$ cat config.mk
export PLATFORM = sky130hd
export DESIGN_NAME = kernel_mcu_in_cond
export DESIGN_NICKNAME = d
export VERILOG_FILES = /design/src/rtl/kernel_mcu_pkg.sv /design/src/rtl/kernel_mcu_debounce_bit.sv /design/src/rtl/kernel_mcu_in_cond.sv
export SDC_FILE = /design/constraint.sdc
export NUM_CORES = 1
export LEC_CHECK = 0
export ABC_AREA = 1
export CELL_PAD_IN_SITES_DETAIL_PLACEMENT = 1
export CELL_PAD_IN_SITES_GLOBAL_PLACEMENT = 1
export CORE_MARGIN = 4
export CORE_UTILIZATION = 42
export DETAILED_ROUTE_END_ITERATION = 6
export PLACE_DENSITY = 0.9
export SLEW_MARGIN = 25
export SYNTH_ARGS = -nofsm -noshare
export SYNTH_HDL_FRONTEND = slang
export SYNTH_SLANG_ARGS = --single-unit
$ cat constraint.sdc
create_clock -name clk -period 3.45 [get_ports clk]
set_clock_uncertainty 0.15 [all_clocks]
set_input_delay 0.5175 -clock clk [delete_from_list [all_inputs] [get_ports clk]]
set_output_delay 0.5175 -clock clk [all_outputs]
set_load 0.005 [all_outputs]
$ cat src/rtl/kernel_mcu_pkg.sv
// Shared constants and helpers for the MCU-side I/O blocks.
// Counter-width helper keeps debounce sizing consistent across users.
package kernel_mcu_pkg;

  localparam int MCU_IO_WIDTH        = 7;
  localparam int MCU_DEBOUNCE_CYCLES = 16;

  function automatic int cnt_width(input int n);
    return (n < 2) ? 1 : $clog2(n);
  endfunction

endpackage

$ cat src/rtl/kernel_mcu_debounce_bit.sv
// One conditioned MCU status line: sync, invert, debounce,
// edge pulses and optional sticky rising-edge latch.
module kernel_mcu_debounce_bit
  import kernel_mcu_pkg::*;
#(
  parameter int DEBOUNCE_CYCLES = MCU_DEBOUNCE_CYCLES,
  parameter bit INVERT          = 1'b0,
  parameter bit STICKY          = 1'b0
) (
  input  logic clk,
  input  logic reset,
  input  logic raw,
  input  logic clr,
  output logic pio,
  output logic rise,
  output logic fall,
  output logic filt
);

  localparam int CW = cnt_width(DEBOUNCE_CYCLES);
  localparam logic [CW-1:0] CNT_MAX = CW'(DEBOUNCE_CYCLES - 1);

  logic          s1;
  logic          s2;
  logic [CW-1:0] cnt;
  logic          latch;
  logic          settle;

  assign settle = (s2 != filt) && (cnt == CNT_MAX);

  always_ff @(posedge clk) begin
    if (reset) begin
      s1    <= 1'b0;
      s2    <= 1'b0;
      cnt   <= '0;
      filt  <= 1'b0;
      rise  <= 1'b0;
      fall  <= 1'b0;
      latch <= 1'b0;
    end else begin
      s1   <= raw ^ INVERT;
      s2   <= s1;
      rise <= settle && s2;
      fall <= settle && !s2;
      if (s2 == filt) begin
        cnt <= '0;
      end else if (settle) begin
        filt <= s2;
        cnt  <= '0;
      end else begin
        cnt <= cnt + 1'b1;
      end
      // set beats clear so an edge landing on a clear is not lost
      latch <= STICKY && ((latch && !clr) || rise);
    end
  end

  assign pio = STICKY ? (latch | rise) : filt;

endmodule

$ cat src/rtl/kernel_mcu_in_cond.sv
// Input conditioner for the MCU status lines feeding the PIO in_port.
// Each line is handled by an independent debounce_bit instance.
module kernel_mcu_in_cond
  import kernel_mcu_pkg::*;
#(
  parameter int               WIDTH           = MCU_IO_WIDTH,
  parameter int               DEBOUNCE_CYCLES = MCU_DEBOUNCE_CYCLES,
  parameter logic [WIDTH-1:0] INVERT_MASK     = '0,
  parameter logic [WIDTH-1:0] STICKY_MASK     = '0
) (
  input  logic             clk,
  input  logic             reset,
  input  logic [WIDTH-1:0] raw_in,
  input  logic [WIDTH-1:0] evt_clr,
  output logic [WIDTH-1:0] pio_in,
  output logic [WIDTH-1:0] rise_evt,
  output logic [WIDTH-1:0] fall_evt,
  output logic [WIDTH-1:0] filt_lvl
);

  for (genvar i = 0; i < WIDTH; i++) begin : g_bit
    kernel_mcu_debounce_bit #(
      .DEBOUNCE_CYCLES(DEBOUNCE_CYCLES),
      .INVERT         (INVERT_MASK[i]),
      .STICKY         (STICKY_MASK[i])
    ) u_bit (
      .clk  (clk),
      .reset(reset),
      .raw  (raw_in[i]),
      .clr  (evt_clr[i]),
      .pio  (pio_in[i]),
      .rise (rise_evt[i]),
      .fall (fall_evt[i]),
      .filt (filt_lvl[i])
    );
  end

endmodule

==> metrics.md <==
| Metric | Value |
|---|---|
| Crit-path max FO | 5 |
| Post-layout nets | between 300 and 400 |
| Post-route ant nets | 0 |
| Simple-gate share of the synthesized area | 25.5% |
| Layout area overhead | 18.1% |
| Hold WC Path Type | register to register |
| End of the worst hold path | g_bit[2].u_bit.s2 |
| R2r setup slk | approximately 2200 ps |
| Family with the most delay on the worst path | buffers and inverters |
| Top cells by count, synth | dfxtp_1 (63), nor2_1 (56), buf_4 (29) |
| Peak VDD IR | 0.241 mV |
| Hold buffers post-CTS | 0 |
| Post-synthesis mux area share | 0% |
| Setup TNS | 0 ps |
| Slew HR | between 40% and 50% |
| Number of diodes | 0 |
| Yosys reg bits | 63 |
| Post-CTS setup buffers | 0 |
| YS warnings | 0 |
| Finish-stage setup viols | 0 |
| EDFF count, synth | 0 |
| RR Startpoint | g_bit[5].u_bit.cnt[0] |
| Area of the die | 7170 sq um |
| Share of cells above drive strength 1 | approximately an eighth |
| Design area | 2920 sq um |
| Synth Area in Adders | 3.55% |
| Initial antenna violation count | 0 |
| Critical path's slowest cell | clkdlybuf4s50_1 |
| Number of clock sinks | 63 |
| Async SR Flop Fraction | 0% |
| Clk_lat worst skew | 330 ps |
| Syn avg cell area | about 8.7 sq um |
| Status | finished, final reports clean |
| Reg-to-Reg End | g_bit[5].u_bit.fall |
| Largest net degree at the start of global routing | 19 |
| Die width | 84.7 um |
| Top cell type by total area after synthesis | dfxtp_1 |
| Setup crit end kind | output pin |
| Synth top area cells | dfxtp_1 (51%), buf_4 (8.8%), nor2_1 (8.5%), inv_1 (4.3%), nand2_1 (4.3%) |
| Ys flop type | dfxtp_1 |
| Setup CP Type | register to output pin |
| Synthesized net count | 306 |
| Tot GR Track Use | 13.2% |
| Pins Over Slew Limit | 0 |
| Final Hold Violating Endpoints | 0 |
| Global-route wire length before repair | around 7500 um |
| Worst-margin pin slew | approximately 900 ps |
| Count leader, synth | dfxtp_1 |
| Mapped Area | 2470 sq um |
| Fmax | between 0.5 and 0.6 GHz |
| Max-Cap Viols | 0 |
| IO buf count | 36 |
| Worst setup SP type | register |
| CTS resizes | 0 |
| H-tree depth | 3 |
| Row Count | 27 |
| DRC | 0 |
| Post-synthesis compound-gate area fraction | 3.90% |
| Combinational family with the most area after synthesis | simple AND/OR/NAND/NOR gates |
| Worst Min Path Start | g_bit[2].u_bit.s1 |
| Die Y | 84.7 um |
| Placement Cell Area | ~2700 sq um |
| IO Count | 44 |
| CP required | 2780 ps |
| Worst path buffer plus inverter count | 1 |
| Routability cong. | approximately 0.69 |
| Root buf cell | clkbuf_8 |
| Fin crit period | 1970 ps |
| Crit-path max cell delay | 550 ps |
| Yosys top cell area share | 51.1% |
| Worst r2r path cells | 4 |
| Min-Delay Path Depth | 2 |
| GRT Residual Overflow | 0 |
| Clk buf depth | 2 |
| Synth Area in XOR/XNOR | 2.48% |
| Core area | roughly 5600 sq um |
| Via/cell ratio | around 4.7 |
| Number of global-route vias before repair | 1,829 |
| Crit-path cells | clkdlybuf4s50_1 |
| First-pass DRT Iterations | 3 |
| Sequential element share of the synthesized area | 51.1% |
| Critical Path AT | 1300 ps |
| Total power density per cell area | 493 nW/um^2 |
| Final Cycle Share | 57.1% |
| Post-Route WL | about 4300 um |
| Initial DRC count | 38 |
| Initial Utilization | 44.0% |
| TritonCTS clock tree | done |
| Avg WL per Cell | 11.4 um |
| RSZ-0062 raised after global routing | false |
| Dpl hpwl | 3210 um |
| Netlist cell types | 15 |
| Leak | ~1.1 nW |
| Clock-pin transition on the worst setup and hold timing paths | 60 ps |
| Post-Synthesis Cells | 283 |
| TritonCTS Buffers | 9 |
| Vias | 1,762 |
## placed cells by master, fill, tap and decap left out
| cell | Yosys | final |
|---|---|---|
| dfxtp_1 | 63 | 63 |
| nor2_1 | 56 | 56 |
| clkdlybuf4s50_1 | 0 | 36 |
| inv_1 | 28 | 28 |
| nand2_1 | 28 | 28 |
| nand3_1 | 14 | 14 |
| nand4_1 | 14 | 14 |
| clkbuf_8 | 0 | 12 |
| a21oi_2 | 7 | 7 |
| or2_2 | 7 | 7 |
| nand3_2 | 7 | 7 |
| xnor2_1 | 7 | 7 |
| a21oi_1 | 7 | 7 |
| or2_0 | 7 | 7 |
| ha_1 | 7 | 7 |
| clkinv_2 | 0 | 2 |
| buf_4 | 29 | 2 |
| clkbuf_1 | 0 | 1 |
| bufinv_16 | 0 | 1 |
## worst min-delay path, stage by stage, from the launching register on
cell	delay, ps
dfxtp_1	300
inv_1	40
nor2_1	30
## layer usage
metal	routed length, um	vias up	global-route usage, %	share of wire [%]
li1	-	907	-	-
met1	1860	814	13.1	43
met2	2200	30	24.5	51
met3	147	11	3.24	3.4
met4	106	0	7.77	2.5
met5	0	-	0	0
## registers in the layout, indices dropped and copies added, names as in the netlist
signal	cells
g_bit.u_bit.rise	7
g_bit.u_bit.fall	7
g_bit.u_bit.s2	7
g_bit.u_bit.cnt	28
g_bit.u_bit.filt	7
g_bit.u_bit.s1	7
## cell type report
| class | instances | area (sq um) |
|---|---|---|
| Fill cell | 682 | 2690 |
| Sequential cell | 63 | 1260 |
| Multi-Input combinational cell | 161 | 876 |
| Timing Repair Buffer | 38 | 375 |
| Clock buffer | 13 | 169 |
| Inverter | 28 | 105 |
| Tap cell | 72 | 90.1 |
| Clock inverter | 3 | 40.0 |
## power by group
part           internal, W  total [W]  switching [W]
sequential        0.000738   0.000745     0.00000716
combinational    0.0000189  0.0000387      0.0000198
clock             0.000391   0.000655       0.000264
total              0.00115    0.00144       0.000291
## metrics by stage
step | utilization, % | hold WS (ps) | cells | power (W) | worst slack, ps
floorplan | - | 238 | 283 | 0.000783 | 2270
global placement | 48.3 | 243 | 362 | 0.000798 | 1250
detailed placement | 48.3 | 251 | 362 | 0.000801 | 1160
CTS | 52.0 | 259 | 378 | 0.00146 | 1460
global route | 52.0 | 276 | 378 | 0.00150 | 1370
finish | 52.0 | 254 | 378 | 0.00144 | 1480
## kinds of logic after synthesis
kind of cell | count (synthesis)
adder cells (fa/ha/maj) | 7
flip-flops | 63
buffers and inverters | 59
AO/OA/AOI/OAI | 14
AND/OR/NAND/NOR | 133
XOR/XNOR | 7
## worst max-delay path by stage
stage                        start                    end  slack [ps]  cells past startpoint
6_report       g_bit[6].u_bit.filt              pio_in[6]        1480                      1
5_1_grt                      reset  g_bit[4].u_bit.cnt[0]        1370                      4
4_1_cts        g_bit[6].u_bit.filt              pio_in[6]        1460                      1
3_5_place_dp                 reset  g_bit[5].u_bit.cnt[0]        1160                      4
3_3_place_gp                 reset  g_bit[6].u_bit.cnt[0]        1250                      4
2_1_floorplan                reset      g_bit[4].u_bit.s1        2270                      3
Note: power is estimated with default switching activity, not from simulation.
